## src/rtl/main_job_sched.sv

```systemverilog
`timescale 1ns/1ps
// main_job_sched
// Two-requester round-robin scheduler and sequencer for the shared `main`
// datapath. Picks an owner, presents its operand/mode to the datapath, pulses
// start, follows the datapath's active flag to completion (or aborts on a
// timeout), then returns the captured result with a one-hot done pulse.
//
// Ports
//   clk, rst            clock (rising edge), asynchronous active-low reset
//   req[1:0]            level requests, held until the owner's done pulse
//   x0/x1, on0/on1      operand and mode per requester
//   grant[1:0]          one-hot owner while a job is in flight, 0 otherwise
//   done[1:0]           one-cycle one-hot completion pulse to the owner
//   res_y/s/b/regime    captured datapath result, valid while done != 0
//   res_err             1 when the job was aborted by timeout
//   m_x, m_on, m_start  controls to the datapath
//   m_y/s/b/regime      datapath result inputs
//   m_active            datapath busy flag
module main_job_sched #(
   parameter int TIMEOUT = 255,
   parameter int TW      = 8
) (
   input  logic       clk,
   input  logic       rst,
   input  logic [1:0] req,
   input  logic [7:0] x0,
   input  logic [7:0] x1,
   input  logic [1:0] on0,
   input  logic [1:0] on1,
   output logic [1:0] grant,
   output logic [1:0] done,
   output logic [7:0] res_y,
   output logic [2:0] res_s,
   output logic       res_b,
   output logic [1:0] res_regime,
   output logic       res_err,
   output logic [7:0] m_x,
   output logic [1:0] m_on,
   output logic       m_start,
   input  logic [7:0] m_y,
   input  logic [2:0] m_s,
   input  logic       m_b,
   input  logic [1:0] m_regime,
   input  logic       m_active
);

   typedef enum logic [2:0] {IDLE, ISSUE, WAIT_ACT, BUSY, DONE} state_t;

   localparam logic [TW-1:0] TIMEOUT_T = TW'(TIMEOUT);

   state_t        state_q, state_d;
   logic          owner_q, owner_d;
   logic          rrLast_q, rrLast_d;
   logic [7:0]    mX_q, mX_d;
   logic [1:0]    mOn_q, mOn_d;
   logic [TW-1:0] timer_q, timer_d;
   logic [7:0]    resY_q, resY_d;
   logic [2:0]    resS_q, resS_d;
   logic          resB_q, resB_d;
   logic [1:0]    resRegime_q, resRegime_d;
   logic          resErr_q, resErr_d;
   logic          pickOwner;
   logic          abortJob;
   logic [1:0]    ownerOneHot;

   // State and datapath-facing registers. rrLast resets to 1 so requester 0
   // wins the very first contention.
   always_ff @(posedge clk or negedge rst) begin
      if (!rst) begin
         state_q     <= IDLE;
         owner_q     <= 1'b0;
         rrLast_q    <= 1'b1;
         mX_q        <= '0;
         mOn_q       <= '0;
         timer_q     <= '0;
         resY_q      <= '0;
         resS_q      <= '0;
         resB_q      <= 1'b0;
         resRegime_q <= '0;
         resErr_q    <= 1'b0;
      end else begin
         state_q     <= state_d;
         owner_q     <= owner_d;
         rrLast_q    <= rrLast_d;
         mX_q        <= mX_d;
         mOn_q       <= mOn_d;
         timer_q     <= timer_d;
         resY_q      <= resY_d;
         resS_q      <= resS_d;
         resB_q      <= resB_d;
         resRegime_q <= resRegime_d;
         resErr_q    <= resErr_d;
      end
   end

   // Next-state logic. The timer stops at the TIMEOUT compare (abort), so it
   // can never wrap. Operands are latched only in IDLE, which is what makes
   // requester input changes mid-job invisible to the datapath.
   always_comb begin
      state_d     = state_q;
      owner_d     = owner_q;
      rrLast_d    = rrLast_q;
      mX_d        = mX_q;
      mOn_d       = mOn_q;
      timer_d     = timer_q;
      resY_d      = resY_q;
      resS_d      = resS_q;
      resB_d      = resB_q;
      resRegime_d = resRegime_q;
      resErr_d    = resErr_q;
      abortJob    = 1'b0;
      // Sole requester wins; on contention the one not served last wins.
      pickOwner   = (req == 2'b11) ? ~rrLast_q : req[1];

      case (state_q)
         IDLE: begin
            if (req != 2'b00) begin
               owner_d = pickOwner;
               mX_d    = pickOwner ? x1 : x0;
               mOn_d   = pickOwner ? on1 : on0;
               state_d = ISSUE;
            end
         end
         ISSUE: begin
            timer_d = '0;
            state_d = WAIT_ACT;
         end
         WAIT_ACT: begin
            if (m_active) begin
               timer_d = '0;
               state_d = BUSY;
            end else if (timer_q == TIMEOUT_T) begin
               abortJob = 1'b1;
            end else begin
               timer_d = timer_q + TW'(1);
            end
         end
         BUSY: begin
            if (!m_active) begin
               resY_d      = m_y;
               resS_d      = m_s;
               resB_d      = m_b;
               resRegime_d = m_regime;
               resErr_d    = 1'b0;
               state_d     = DONE;
            end else if (timer_q == TIMEOUT_T) begin
               abortJob = 1'b1;
            end else begin
               timer_d = timer_q + TW'(1);
            end
         end
         DONE: begin
            rrLast_d = owner_q;
            state_d  = IDLE;
         end
         default: state_d = IDLE;
      endcase

      if (abortJob) begin
         resY_d      = '0;
         resS_d      = '0;
         resB_d      = 1'b0;
         resRegime_d = '0;
         resErr_d    = 1'b1;
         state_d     = DONE;
      end
   end

   // Grant covers the in-flight states only; it is already low during DONE.
   assign ownerOneHot = owner_q ? 2'b10 : 2'b01;
   assign grant       = ((state_q == ISSUE) || (state_q == WAIT_ACT) || (state_q == BUSY))
                        ? ownerOneHot : 2'b00;
   assign done        = (state_q == DONE) ? ownerOneHot : 2'b00;
   assign m_start     = (state_q == ISSUE);
   assign m_x         = mX_q;
   assign m_on        = mOn_q;
   assign res_y       = resY_q;
   assign res_s       = resS_q;
   assign res_b       = resB_q;
   assign res_regime  = resRegime_q;
   assign res_err     = resErr_q;

endmodule
```

## config.mk

```make
export PLATFORM = sky130hd
export DESIGN_NAME = main_job_sched
export DESIGN_NICKNAME = d
export VERILOG_FILES = /design/src/rtl/main_job_sched.sv
export SDC_FILE = /design/constraint.sdc
export NUM_CORES = 1
export LEC_CHECK = 0
export ABC_AREA = 1
export BUFFER_PORTS_ARGS = -buffer_cell sky130_fd_sc_hd__buf_2
export CAP_MARGIN = 5
export CORE_UTILIZATION = 40
export CTS_CLUSTER_DIAMETER = 40
export CTS_CLUSTER_SIZE = 30
export DETAILED_ROUTE_END_ITERATION = 10
export PLACE_DENSITY = 0.66
export SLEW_MARGIN = 20
export SYNTH_ARGS = -nofsm -noshare
export SYNTH_HDL_FRONTEND = slang
export SYNTH_SLANG_ARGS = --single-unit
```

## constraint.sdc

```tcl
create_clock -name clk -period 4.2 [get_ports clk]
set_input_delay 0.42 -clock clk [delete_from_list [all_inputs] [get_ports clk]]
set_output_delay 0.42 -clock clk [all_outputs]
set_load 0.01 [all_outputs]
```

## Word level (Yosys, flattened, before mapping)

Index checks and enable logic that the tools add are counted.
Widths: inputs -> output; s select.

| word-level totals | value |
|---|---|
| flip-flop bits (word level) | 38 |

| operators by class | value |
|---|---|
| $add $sub $neg | 1 |
| equality and inequality tests | 11 |
| mux-type cells | 34 |
| bitwise operators | 1 |
| reductions and logical operators | 10 |

Operators by type and width:

| kind | count |
|---|---|
| $mux 8 | 7 |
| $pmux 8 s3 | 1 |
| $mux 3 | 7 |
| $mux 2 | 7 |
| $pmux 3 s4 | 1 |
| $mux 1 | 10 |
| $ne 3x3->1 const B | 3 |
| $add 8x1->8 const B | 1 |
| $eq 8x8->1 const B | 1 |
| $eq 3x2->1 const B | 2 |
| $reduce_and 2->1 | 3 |
| $reduce_bool 2->1 | 2 |
| $eq 3x1->1 const B | 1 |
| $eq 3x3->1 const B | 1 |
| $logic_not 3->1 | 1 |
| $reduce_and 3->1 | 1 |
| $reduce_bool 3->1 | 1 |
| $eq 2x2->1 const B | 1 |
| $logic_or 1x1->1 | 2 |
| $ne 2x1->1 const B | 1 |
| $ne 2x2->1 const B | 1 |
| $pmux 1 s2 | 1 |
| $not 1->1 | 1 |

## Depth between registers and ports, before layout

| depth | value |
|---|---|
| depth in word-level cells | 6 |
| mapped depth | 9 |

## Least setup slack after synthesis

No wires, ideal clock.

| timing path | value |
|---|---|
| kind | flip-flop to flip-flop |
| start point | register timer_q[0] |
| end point | register resS_q[1], in the netlist res_s[1] |
| data arrival time | 1.255 ns |
| required time | 4.087 ns |
| path slack | 2.832 ns |
| cell stages (with the launch flop) | 10 |
| path buffers | 1 |
| period minus slack after synthesis | 1.368 ns |
| path through | dfrtp_1 > ha_1 > nand2_2 > nor2_2 > nand2_2 > inv_2 > nand2_4 > buf_6 > nand2_1 > inv_1 |

| between the ends | value |
|---|---|
| cells in the longest elaborated chain, start to end | 6 |
| elaborated cells on any way between the ends | 9 |
| those cells by class | eq/ne (2); mux (5); reduce/logical (2) |

RTL lines:

| what | line | text |
|---|---|---|
| start, declared | 56 | `logic [TW-1:0] timer_q, timer_d;` |
| start signal, assigned | 87 | `timer_q <= timer_d;` |
| $eq 8x8->1 * | 132, 146 |  |
| $mux 1 * | 132, 146 |  |
| $mux 1, on equally long branches | 139, 129 |  |
| $pmux 1 s2 * | 115 | `case (state_q)` |
| $ne 2x1->1 (no source line) / $reduce_bool 2->1 (equally long branches) | - |  |
| $reduce_and 2->1 (no source line) | - |  |
| end signal, assigned | 89 | `resS_q <= resS_d;` |
| end, declared | 58 | `logic [2:0] resS_q, resS_d;` |

Every way passes the cells marked *; elsewhere a longest branch is shown, timed or not.
A chain may end at the register's enable or synchronous reset.

## Worst setup path in the final report

| timing path | value |
|---|---|
| start point | register state_q[1] |
| end point | output port grant[0] |

| between the ends | value |
|---|---|
| cells in the longest elaborated chain, start to end | 4 |
| elaborated cells on any way between the ends | 6 |
| those cells by class | eq/ne (3); mux (1); reduce/logical (2) |

RTL lines:

| what | line | text |
|---|---|---|
| start, declared | 51 | `state_t state_q, state_d;` |
| start signal, assigned | 82 | `state_q <= state_d;` |
| $eq 3x1->1 / $eq 3x2->1 (equally long branches) | 171 | `assign grant = ((state_q == ISSUE) \|\| (state_q == WAIT_ACT) \|\| (state_q == BUSY))` |
| $logic_or 1x1->1 | 171 |  |
| $logic_or 1x1->1 * | 171 |  |
| $mux 2 * | 172 | `? ownerOneHot : 2'b00;` |
| end, declared | 30 | `output logic [1:0] grant,` |

Marked as above.

==> impl_metrics.yaml <==
floorplanning:
  coreArea_um2: 4790
  die_x_um: 72.8
  initial_core_util_pct: 41.9
  die-area_um2: 5300
  dieHeight_um: 72.8
  io_pins: 69
  rows: 25
critical_path:
  critPathBufInv: 1
  critPathTopFamily: "flip-flops"
  required_ps: 3780
  rr_worst_depth: 6
  critical_path_arrival_ps: 1400
  rr_endpoint: "m_on[1]"
  critPathSlowestCell: "dfrtp_1"
  path_class: "reg2out"
  r2r-start: "state_q[0]"
  path_cells: "o21ai_0, nor2_1, buf_2"
  critPathMaxStageDelay_ps: 470
  crit_path_max_fanout: 8
  end_kind: "output port"
  reg2reg_slack_ps: 2580
  start_kind: "flip-flop"
routing:
  dr.pass1.iters: 4
  drtIter0Drc: 75
  totalWireLength_um: 4490
  wire_per_inst_um: 10.8
  route.detailed.drc: 0
  vias_per_cell: 4.55
  final_antenna_net_count: 0
  num_vias: 1889
timing:
  skew_ps: 7.92
  fin_setup_tns_ps: 0
  hold_viol_final: 0
  setup_viol: 0
  worst_pin_slew_ps: 868
  fmax_mhz: 549
  rsz0062_at_grt: "false"
  finalCriticalPeriod_ps: 1820
  maxSlewHeadroom_pct: 42.1
  slew_violations: 0
  final.period_utilization_pct: 43.4
synthesis:
  ys_seq_area_share_pct: 47.4
  synthTopCellsByArea: "dfrtp_1 (46%), nand2_1 (21%), inv_1 (6.4%)"
  yosys.area.top_type: "dfrtp_1"
  synth-seq-cells: 38
  netlist_instances: 279
  syn_nets: 319
  ys_warn_count: 0
  synthesis.area_um2: 2010
  netlist.area_leader.share_pct: 46.1
  syn-mean-instance-area_um2: 7.19
  synth_cell_types: 20
clock_network:
  cts_tree: "built"
  cts_sinks: 38
  clk_path_buf_depth: 2
  postCtsSetupRepairBufs: 0
  htreeDepth: 2
  cts_resized: 0
  hold_buffers: 0
  insertion_delay_ps: 300
  cts.clk_slew.worst_paths_ps: 80
  numCtsBuffers: 5
  root_buffer: "clkbuf_8"
placement:
  gp_congestion: 0.852
  port_buffers: 68
  dp.cells: 407
  dpl.hpwl_um: 3170
layout:
  nets: 387
  fillers: 463
  area_growth_pct: 25.4
  drive_above_1_share_pct: 26.4
  final_common_cell: "nand2_1"
  stdcell_count: 415
  final_cell_mix: "nand2_1 (110), buf_2 (68), dfrtp_1 (37)"
  n_antenna_cell: 0
hold_path:
  hp-class: "in2async"
global_route:
  grt_max_degree: 39
  grt_pass1_vias: 1640
  overflow: 0
  grt_pass1_wl_um: 7300
  antenna_found_initial: 0
  groute.usage.overall_pct: 18.1
job:
  max-cap-violations: 0
power:
  worst_ir_drop_vdd_mv: 0.406
  cellLeakagePower_uw: 0.00151
  cellPowerDensity_nw_per_um2: 688
run_status:
  status: "complete, no violations"
==> worst max path at each step <==
stage / depth (start not counted) / end / slack, ps / startpoint
floorplan: 9 / res_s[1] / 2830 / timer_q[0]
global placement: 6 / m_on[1] / 2640 / state_q[0]
detailed placement: 6 / m_on[1] / 2620 / state_q[0]
CTS: 3 / grant[0] / 2390 / state_q[1]
global route: 3 / grant[1] / 2280 / state_q[1]
finish: 3 / grant[0] / 2380 / state_q[1]
==> synthesized netlist by cell type <==
cell      number
nand4_1        3
nor2_4         2
clkbuf_1       2
ha_1           1
nand2_4        2
inv_2          3
buf_4          3
nor2_2         3
o21ai_2        1
nand2_2        4
dfrtp_1       37
buf_6          2
o21ai_1        9
dfstp_2        1
nor2_1        29
nand2_1      110
nand3_1       13
nand3b_1       1
inv_1         34
o21ai_0       19
==> where the power goes <==
part           internal, µW  switching, µW  total [µW]
clock                   238            137         375
sequential              518            105         623
combinational           270            463         734
==> logic make-up (layout without fill, tap and decap cells) <==
family	count (synthesis)	after routing	share of synthesized area, %
buffers and inverters	44	113	9.54
and+or+nand+nor	167	167	35.0
DFF	38	38	47.4
adders and majority gates	1	1	0.623
AOI/OAI and AO/OA	29	29	7.42
==> state kept, by name, indices dropped and copies added, names as in the netlist, 2 cells and up <==
register,flops
m_on,2
m_x,8
res_regime,2
res_s,3
res_y,8
state_q,3
timer_q,8
==> metrics by stage <==
step,hold slack [ps],setup WS [ps],total power (µW),util [%],instance area (µm²)
after detailed placement,466,2620,1370,49.7,2380
after global routing,301,2280,1880,52.6,2520
after floorplan,124,2830,1130,-,2010
final,231,2380,1730,52.6,2520
after CTS,262,2390,1750,52.6,2520
after global placement,462,2640,1360,49.7,2380
==> routing by layer <==
layer | part of all wire (%) | global-route usage [%] | vias to the layer above
met1 | 48 | 23.6 | 842
met2 | 46 | 30.1 | 49
met3 | 3.8 | 2.90 | 12
met4 | 2.3 | 7.19 | 0
li1 | - | - | 986
met5 | 0 | 0 | -
==> layout make-up <==
type,instances,area (µm²),share of cell area [%]
Sequential cell,38,952,37.8
Inverter,37,139,5.52
Clock buffer,5,68.8,2.73
Tap cell,67,83.8,3.33
Clock inverter,3,68.8,2.73
Timing Repair Buffer,68,340,13.5
Multi-Input combinational cell,197,863,34.3
No activity file was read; power rests on OpenSTA's default activity.
